$ cat src/rtl/axis_isp_pkg.sv
`default_nettype none
`timescale 1ns/1ps
// ============================================================================
// Module   : axis_isp_pkg
// Brief    : Shared constants and state encoding for the ISP frame gate.
// Revision : 1.0 - initial release
// ============================================================================
package axis_isp_pkg;

    localparam int DEF_IDX_W   = 12;
    localparam int FRAME_CNT_W = 16;
    localparam int STATE_W     = 3;

    typedef logic [STATE_W-1:0] state_t;

    localparam state_t S_IDLE = 3'b001;
    localparam state_t S_PASS = 3'b010;
    localparam state_t S_DROP = 3'b100;

endpackage
`default_nettype wire

$ cat src/rtl/axis_xy_tracker.sv
`default_nettype none
`timescale 1ns/1ps
// ============================================================================
// Module   : axis_xy_tracker
// Brief    : Pixel/line position counters and the frame-geometry shadows.
// Revision : 1.0 - initial release
// ============================================================================
module axis_xy_tracker
    import axis_isp_pkg::*;
#(
    parameter int IDX_W = DEF_IDX_W
) (
    input  logic             aclk,
    input  logic             areset,
    input  logic             hs,
    input  logic             tlast,
    input  logic             load,
    input  logic [IDX_W-1:0] max_x_index,
    input  logic [IDX_W-1:0] max_y_index,
    output logic             x_at_max,
    output logic             y_at_max,
    output logic             x_zero_y_zero,
    output logic [IDX_W-1:0] cur_max_y_index
);

    localparam logic [IDX_W-1:0] c_one = IDX_W'(1);

    logic [IDX_W-1:0] r_x;
    logic [IDX_W-1:0] r_y;
    logic [IDX_W-1:0] r_max_x;
    logic [IDX_W-1:0] r_max_y;

    // x never passes the shadow width: the long-line check stops the frame first
    always_ff @(posedge aclk) begin
        if (areset) begin
            r_x     <= '0;
            r_y     <= '0;
            r_max_x <= '0;
            r_max_y <= '0;
        end else if (load) begin
            r_x     <= '0;
            r_y     <= '0;
            r_max_x <= max_x_index;
            r_max_y <= max_y_index;
        end else if (hs) begin
            if (tlast) begin
                r_x <= '0;
                if (!y_at_max) begin
                    r_y <= r_y + c_one;
                end
            end else if (!x_at_max) begin
                r_x <= r_x + c_one;
            end
        end
    end

    assign x_at_max        = (r_x == r_max_x);
    assign y_at_max        = (r_y == r_max_y);
    assign x_zero_y_zero   = (r_x == '0) && (r_y == '0);
    assign cur_max_y_index = r_max_y;

endmodule
`default_nettype wire

$ cat src/rtl/axis_frame_gate_ctrl.sv
`default_nettype none
`timescale 1ns/1ps
// ============================================================================
// Module   : axis_frame_gate_ctrl
// Brief    : Admits whole AXIS frames only, checks geometry, drops bad frames.
// Revision : 1.0 - initial release
// ============================================================================
module axis_frame_gate_ctrl
    import axis_isp_pkg::*;
#(
    parameter int BITS  = 8,
    parameter int IDX_W = DEF_IDX_W
) (
    input  logic                   aclk,
    input  logic                   areset,
    input  logic                   enable,
    input  logic [IDX_W-1:0]       max_x_index,
    input  logic [IDX_W-1:0]       max_y_index,
    input  logic [BITS-1:0]        s_axis_tdata,
    input  logic                   s_axis_tvalid,
    output logic                   s_axis_tready,
    input  logic                   s_axis_tlast,
    input  logic                   s_axis_tuser,
    output logic [BITS-1:0]        m_axis_tdata,
    output logic                   m_axis_tvalid,
    input  logic                   m_axis_tready,
    output logic                   m_axis_tlast,
    output logic                   m_axis_tuser,
    output logic [IDX_W-1:0]       cur_max_y_index,
    output logic                   busy,
    output logic                   frame_done,
    output logic                   err_short_line,
    output logic                   err_long_line,
    output logic                   err_sof,
    output logic [FRAME_CNT_W-1:0] frame_count
);

    localparam logic [FRAME_CNT_W-1:0] c_cnt_one = FRAME_CNT_W'(1);

    state_t r_state;
    state_t w_next_state;

    logic w_x_at_max;
    logic w_y_at_max;
    logic w_xy_zero;
    logic w_in_pass;
    logic w_sof_arm;
    logic w_kill;
    logic w_hs;
    logic w_pass_hs;
    logic w_load;
    logic w_ev_short;
    logic w_ev_long;
    logic w_ev_end;
    logic w_good_end;

    logic                   r_frame_bad;
    logic                   r_frame_done;
    logic                   r_err_short;
    logic                   r_err_long;
    logic                   r_err_sof;
    logic [FRAME_CNT_W-1:0] r_frame_count;

    assign w_in_pass = (r_state == S_PASS);
    assign w_sof_arm = s_axis_tvalid & s_axis_tuser & enable;
    // A SOF anywhere but the first pixel aborts the frame; the beat stays on the bus
    assign w_kill    = w_in_pass & s_axis_tvalid & s_axis_tuser & ~w_xy_zero;
    assign w_hs      = s_axis_tvalid & s_axis_tready;
    assign w_pass_hs = w_hs & w_in_pass;
    assign w_load    = ~w_in_pass & w_sof_arm;

    assign w_ev_short = w_pass_hs &  s_axis_tlast & ~w_x_at_max;
    assign w_ev_long  = w_pass_hs & ~s_axis_tlast &  w_x_at_max;
    assign w_ev_end   = w_pass_hs &  s_axis_tlast &  w_y_at_max;
    // Any short line disqualifies the frame from being counted as good
    assign w_good_end = w_ev_end & ~w_ev_short & ~r_frame_bad;

    axis_xy_tracker #(
        .IDX_W (IDX_W)
    ) u_xy_tracker (
        .aclk            (aclk),
        .areset          (areset),
        .hs              (w_pass_hs),
        .tlast           (s_axis_tlast),
        .load            (w_load),
        .max_x_index     (max_x_index),
        .max_y_index     (max_y_index),
        .x_at_max        (w_x_at_max),
        .y_at_max        (w_y_at_max),
        .x_zero_y_zero   (w_xy_zero),
        .cur_max_y_index (cur_max_y_index)
    );

    always_ff @(posedge aclk) begin
        if (areset) begin
            r_state <= S_IDLE;
        end else begin
            r_state <= w_next_state;
        end
    end

    always_comb begin
        w_next_state = r_state;
        case (r_state)
            S_IDLE, S_DROP: begin
                if (w_load) begin
                    w_next_state = S_PASS;
                end
            end
            S_PASS: begin
                if (w_kill || w_ev_long) begin
                    w_next_state = S_DROP;
                end else if (w_ev_end) begin
                    w_next_state = S_IDLE;
                end
            end
            default: begin
                w_next_state = S_IDLE;
            end
        endcase
    end

    always_comb begin
        s_axis_tready = 1'b0;
        m_axis_tvalid = 1'b0;
        m_axis_tlast  = 1'b0;
        case (r_state)
            S_PASS: begin
                m_axis_tvalid = s_axis_tvalid & ~w_kill;
                s_axis_tready = m_axis_tready & ~w_kill;
                m_axis_tlast  = s_axis_tlast | w_x_at_max;
            end
            default: begin
                // Non-SOF beats are discarded; an admissible SOF is held for one stall
                s_axis_tready = ~w_sof_arm;
            end
        endcase
        if (areset) begin
            s_axis_tready = 1'b0;
            m_axis_tvalid = 1'b0;
        end
    end

    assign m_axis_tdata = s_axis_tdata;
    assign m_axis_tuser = s_axis_tuser;

    always_ff @(posedge aclk) begin
        if (areset) begin
            r_frame_bad   <= 1'b0;
            r_frame_done  <= 1'b0;
            r_err_short   <= 1'b0;
            r_err_long    <= 1'b0;
            r_err_sof     <= 1'b0;
            r_frame_count <= '0;
        end else begin
            r_frame_done <= w_good_end;
            r_err_short  <= w_ev_short;
            r_err_long   <= w_ev_long;
            r_err_sof    <= w_kill;
            if (w_load) begin
                r_frame_bad <= 1'b0;
            end else if (w_ev_short) begin
                r_frame_bad <= 1'b1;
            end
            if (w_good_end) begin
                r_frame_count <= r_frame_count + c_cnt_one;
            end
        end
    end

    assign busy           = w_in_pass;
    assign frame_done     = r_frame_done;
    assign err_short_line = r_err_short;
    assign err_long_line  = r_err_long;
    assign err_sof        = r_err_sof;
    assign frame_count    = r_frame_count;

endmodule
`default_nettype wire

$ cat config.mk
export PLATFORM = sky130hd
export DESIGN_NAME = axis_frame_gate_ctrl
export DESIGN_NICKNAME = d
export VERILOG_FILES = /design/src/rtl/axis_isp_pkg.sv /design/src/rtl/axis_xy_tracker.sv /design/src/rtl/axis_frame_gate_ctrl.sv
export SDC_FILE = /design/constraint.sdc
export NUM_CORES = 1
export LEC_CHECK = 0
export ABC_AREA = 0
export BUFFER_PORTS_ARGS = -buffer_cell sky130_fd_sc_hd__buf_2
export CAP_MARGIN = 20
export CORE_MARGIN = 2
export CORE_UTILIZATION = 44
export CTS_CLUSTER_SIZE = 10
export DETAILED_ROUTE_END_ITERATION = 7
export PLACE_DENSITY_LB_ADDON = 0.3
export SYNTH_ARGS = -nofsm -noshare
export SYNTH_HDL_FRONTEND = slang
export SYNTH_HIERARCHICAL = 1
export SYNTH_SLANG_ARGS = --single-unit
$ cat constraint.sdc
create_clock -name aclk -period 2.8 [get_ports aclk]
set_input_delay 0.28 -clock aclk [delete_from_list [all_inputs] [get_ports aclk]]
set_output_delay 0.28 -clock aclk [all_outputs]
set_load 0.005 [all_outputs]
==> impl_metrics.json, run 1 <==
{
  "dieArea_sq_mm": 0.00952,
  "hpwl_microns": 6690,
  "maxCapViolations": 0,
  "drt_iter0_markers": 163,
  "antenna_left": 0,
  "syn-num-nets": 491,
  "max_freq_ghz": 0.379,
  "cts-buffers-inserted": 9,
  "hp-class": "input port to register",
  "cp-end-kind": "register",
  "finalCoreUtilization": 0.533,
  "crit_path_max_incr_delay_ps": 360,
  "synth_ff_type": "dfxtp_1",
  "drc": 0,
  "vias": 3525,
  "p_leak_nw": 1.80,
  "cts_tree": "done",
  "required_ps": 3030,
  "power.density_mw_per_mm2": 455,
  "synth_edf_count": 0,
  "clockBufferDepth": 2,
  "met3WireLength_microns": 668,
  "worstPathArrival_ps": 2870,
  "avgSynthCellArea_sq_um": 8.62,
  "min_period_ps": 2640,
  "routed.top_layer": "met4",
  "synth-seq-cells": 72,
  "syn_inst": 447,
  "boundaryPins": 84,
  "crit_slowest_cell": "mux2_2",
  "critPathMostFrequentCell": "nand4_1",
  "critical_path_buf_inv_count": 2,
  "grt_max_degree": 51,
  "cts.clk_slew.worst_paths_ps": 80,
  "synth_common_cells": "72 x dfxtp_1, 46 x nor2_1, 24 x a21oi_1, 24 x mux2i_1, 23 x nand2_1",
  "start_kind": "register",
  "drt-met1-wl_microns": 4230,
  "n_antenna_cell": 0,
  "die_y_microns": 97.6,
  "grt_pass1_wl_microns": 15400,
  "synth_cell_types": 54,
  "grt-ovfl-total": 0,
  "cts_root_buf": "clkbuf_8",
  "reg2reg_slack_ps": 160,
  "wl_met2_microns": 4200,
  "vias_per_cell": 5.61,
  "coreArea_sq_mm": 0.00859,
  "htree_levels": 3,
  "relSlewSlack": 0.502,
  "first_pass_iters": 5,
  "ys_seq_area_frac": 0.374,
  "fp-row-count": 34,
  "grt_pass1_vias": 3294,
  "crit_fanout": 8,
  "drive_gt1_frac": 0.260,
  "drt-wirelength-per-cell_microns": 14.6,
  "routabilityCongestion": 0.873,
  "synthTopCellsByArea": "dfxtp_1 37%, mux2i_1 6.2%, nor2_1 4.5%, a21oi_1 3.1%, xnor2_1 3.0%",
  "fin_worst_skew_ps": 10.4,
  "yosysTopAreaCell": "dfxtp_1",
  "initial_core_util": 0.448,
  "slew_violations": 0,
  "dp_cells": 612,
  "crit_family": "simple AND/OR/NAND/NOR gates",
  "synth_top_area_frac": 0.374,
  "async_reset_ff_frac": 0,
  "vdd_drop_max_mv": 0.427,
  "cts_sinks": 72,
  "finalCritPeriodShare": 0.942,
  "instances_no_fill": 628,
  "tightest_slew_ps": 746,
  "crit_chain": "inv_1 > ha_1 > nor4b_2 > nand4_1 > nor4_4 > nand2b_4 > buf_4 > nand4_1 > nor4_2 > mux2_2",
  "outcome": "complete, no violations",
  "fin_ws_ps": 164,
  "antenna_found_initial": 0,
  "area_delta_synth_final_pct": 18.9,
  "yosysMostFrequentCell": "dfxtp_1",
  "power_mw": 2.09,
  "clk_latency_ps": 350,
  "ys.warnings.count": 6,
  "worst-setup-path-type": "register to register",
  "drt_wl_total_microns": 9190,
  "pre_cts_slack_ps": 32.1,
  "setup_viol": 0,
  "cts_hold_buf": 0,
  "io_buffers": 67,
  "synth_area_sq_mm": 0.00385,
  "gr-usage-all-layers": 0.194,
  "nNetsFinal": 559,
  "hold_violations": 0,
  "die_w_microns": 97.6
}
==> through the flow <==
stage | hold slack, ps | TNS (ps) | instance area [sq um]
after floorplan | 427 | 0 | 3850
after global placement | 453 | 0 | 4310
after detailed placement | 451 | 0 | 4310
after CTS | 146 | 0 | 4510
after global routing | 146 | -111 | 4580
final | 164 | 0 | 4580
==> flip-flops by register name (all words and copies together) (netlist names) <==
register,flops
err_long_line,1
err_short_line,1
err_sof,1
frame_count,16
frame_done,1
r_frame_bad,1
r_state,3
u_xy_tracker/cur_max_y_index,12
u_xy_tracker/r_max_x,12
u_xy_tracker/r_x,12
u_xy_tracker/r_y,12
==> layout make-up <==
cell class / count / area (sq um)
clock inverters: 6 / 67.6
repair buffers: 93 / 534
fillers: 812 / 4010
flip-flops and latches: 72 / 1440
clock buffers: 10 / 138
inverters: 14 / 57.6
multi-input cells: 325 / 2210
well taps: 108 / 135
==> logic make-up after synthesis <==
group,share of synthesized area
AND/OR/NAND/NOR,0.270
AO/OA/AOI/OAI,0.126
flip-flops,0.374
buffers and inverters,0.0702
multiplexers,0.0858
XOR/XNOR,0.0569
adder cells (fa/ha/maj),0.0162
==> metal layers <==
| layer | global-route usage | vias to the layer above |
|---|---|---|
| li1 | - | 1749 |
| met4 | 0.0588 | 0 |
| met1 | 0.254 | 1624 |
| met5 | 0 | - |
| met3 | 0.0504 | 11 |
| met2 | 0.316 | 141 |
==> repair_timing <==
action	in CTS	in global routing
gates resized for setup	0	12
setup endpoints to repair	0	36
setup buffers	0	0
==> report_power, final <==
group | total (mW) | internal [mW] | leakage [nW] | switching (mW)
Combinational | 0.185 | 0.0741 | 1.12 | 0.111
Clock | 0.855 | 0.439 | 0.0989 | 0.416
Sequential | 1.05 | 1.04 | 0.582 | 0.0109
Total | 2.09 | 1.55 | 1.80 | 0.537
==> worst min-delay path, stage by stage <==
cell and delay (ps):
buf_2 70, mux2i_1 50, nor2_1 70
==> cell usage in the layout, fill, tap and decap left out, types with 12 or more instances in the layout <==
cell	n
dfxtp_1	72
buf_4	25
mux2i_1	24
nor2_1	45
o21ai_0	12
nand4_1	16
xor2_1	12
a21oi_1	24
or4_1	13
nand2_1	22
buf_2	67
nor3_1	12
xnor2_1	13
nand3_1	14
==> final timing paths <==
kind	end	startpoint	depth (start not counted)
worst max-delay path	frame_count[13]	u_xy_tracker/r_y[1]	10
worst min-delay path	u_xy_tracker/cur_max_y_index[3]	max_y_index[3]	3
worst max register to register	frame_count[13]	u_xy_tracker/r_y[1]	10
worst min register to register	r_frame_bad	r_frame_bad	1
No activity file was read; power rests on OpenSTA's default activity.
==> run 2, diff against run 1 <==
==> constraint.sdc (replaced) <==
create_clock -name aclk -period 2.92 [get_ports aclk]
set_input_delay 0.292 -clock aclk [delete_from_list [all_inputs] [get_ports aclk]]
set_output_delay 0.292 -clock aclk [all_outputs]
set_load 0.005 [all_outputs]
==> run 2 against run 1 <==
Die area unchanged. Via count down 0.74%. Critical endpoint is now frame_count[7]. Hold slack better by 13 ps. Critical path type unchanged. Clock skew down 3.4 ps. Combinational power down 5%. Sequential share of layout area up 0.23 points. Clock power up 17%. Final cell count down 1.8%. First-iteration DRC count up 19%. Non-clock buffer count down 11. Wire length up 2.6%.
==> impl_metrics.json, run 2 (same netlist as run 1, synthesis figures left out) <==
{
  "stdcell_area_sq_mm": 0.00455,
  "nFillCells": 837,
  "layout_common_cells": "72 x dfxtp_1, 67 x buf_2, 45 x nor2_1, 24 x a21oi_1, 24 x mux2i_1",
  "boundaryPins": 84,
  "cts_sinks": 72,
  "clockBufferDepth": 2,
  "fp-row-count": 34,
  "p_leak_nw": 1.78,
  "clk_latency_ps": 350,
  "die_w_microns": 97.6,
  "n_antenna_cell": 0,
  "required_ps": 3160,
  "reg2reg_depth": 8,
  "drt_wl_total_microns": 9430,
  "reg2reg_slack_ps": 240,
  "worst-setup-path-type": "register to register",
  "die_y_microns": 97.6,
  "cts_hold_buf": 0,
  "cts-buffers-inserted": 9,
  "max_freq_ghz": 0.374,
  "cts_root_buf": "clkbuf_8",
  "antenna_left": 0,
  "crit_fanout": 15,
  "drive_gt1_frac": 0.244,
  "grt_pass1_vias": 3269,
  "post_cts_buffers": 0,
  "power.density_mw_per_mm2": 479,
  "vdd_drop_max_mv": 0.302,
  "gr-usage-all-layers": 0.201,
  "vias": 3499,
  "first_pass_iters": 7,
  "finalCritPeriodShare": 0.917,
  "gr-usage-met1": 0.273,
  "coreArea_sq_mm": 0.00859,
  "place_area_sq_mm": 0.00422,
  "holdPathStages": 3,
  "area_delta_synth_final_pct": 18.0,
  "crit_path_max_incr_delay_ps": 510,
  "hp-class": "input port to register",
  "drt_iter0_markers": 194,
  "crit_slowest_cell": "dfxtp_1",
  "setup_viol": 0,
  "vias_per_cell": 5.67,
  "cts_tree": "done",
  "slew_violations": 0,
  "grtUsageMet2": 0.317,
  "antenna_found_initial": 0,
  "grt-ovfl-total": 0,
  "outcome": "complete, no violations",
  "initial_core_util": 0.448,
  "min_period_ps": 2680,
  "hold_violations": 0,
  "nNetsFinal": 548,
  "dieArea_sq_mm": 0.00952,
  "power_mw": 2.18,
  "dp_cells": 601,
  "final.setup.tns_ps": 0,
  "top_usage_layer": "met2",
  "htree_levels": 3,
  "crit_chain": "xor2_1 > nor4_1 > nand3_2 > inv_2 > and4b_1 > nand2_2 > nor4_1 > mux2_2",
  "cts.clk_slew.worst_paths_ps": 80,
  "layout_commonest_cell": "dfxtp_1",
  "largest_reg_flops": 16,
  "hpwl_microns": 6710,
  "cp-end-kind": "register",
  "critPathMostFrequentCell": "nor4_1",
  "fin_worst_skew_ps": 7.00,
  "grt_pass1_wl_microns": 15800,
  "grt_max_degree": 51,
  "start_kind": "register",
  "drc": 0,
  "worstPathArrival_ps": 2910,
  "routabilityCongestion": 0.919,
  "drt-wirelength-per-cell_microns": 15.3,
  "relSlewSlack": 0.490,
  "tightest_slew_ps": 765,
  "instances_no_fill": 617,
  "io_buffers": 67,
  "met3_usage": 0.0475,
  "maxCapViolations": 0
}
-- run 2: changes by cell type in the layout (fill, tap and decap cells not counted), sizes merged --
cell | previous run | this run
inv | 14 | 13
clkinv | 3 | 2
buf | 93 | 82
bufinv | 1 | 3
clkbuf | 10 | 11
clkinvlp | 2 | 1
-- run 2: layout make-up --
type / instances / area (sq um) / area share
clock buffer: 11 / 151 / 0.0333
clock inverter: 5 / 103 / 0.0226
inverter: 14 / 57.6 / 0.0127
multi-input combinational: 325 / 2210 / 0.485
sequential: 72 / 1440 / 0.317
tap: 108 / 135 / 0.0297
timing repair buffer: 82 / 452 / 0.0994
-- run 2: metal layers --
layer	vias to the layer above	routed length, microns
li1	1723	-
met1	1630	4410
met2	135	4320
met3	11	586
met4	0	107
met5	-	0
-- run 2: what timing repair did --
| item | in CTS | in global routing |
|---|---|---|
| gates resized for setup | 0 | 12 |
| endpoints found under the setup margin | 0 | 30 |
| endpoints found under the hold margin | 0 | 0 |
-- run 2: worst paths after layout --
check | to | startpoint
min reg2reg | r_frame_bad | r_frame_bad
min | u_xy_tracker/r_max_x[5] | max_x_index[5]
max | frame_count[7] | u_xy_tracker/r_x[6]
max reg2reg | frame_count[7] | u_xy_tracker/r_x[6]
-- run 2: through the flow --
stage	worst slack, ps	hold slack [ps]	utilization
5_1_grt	-4.55	165	0.529
6_report	243	177	0.529
4_1_cts	20.2	165	0.521
3_3_place_gp	178	445	0.492
2_1_floorplan	357	434	-
3_5_place_dp	55.2	455	0.492
-- run 2: power by group --
group	total, mW	leakage, nW	internal, mW	switching [mW]
registers	1.00	0.582	0.993	0.0108
logic	0.175	1.07	0.0677	0.107
clock network	0.997	0.126	0.613	0.384
-- run 2: critical path: cells and delay by family, from the launching register on --
family / cells / cell delay, ps
xor gates and xnor gates: 1 / 110
buffers and inverters: 1 / 90
DFF: 1 / 510
muxes: 1 / 380
and+or+nand+nor: 5 / 1460
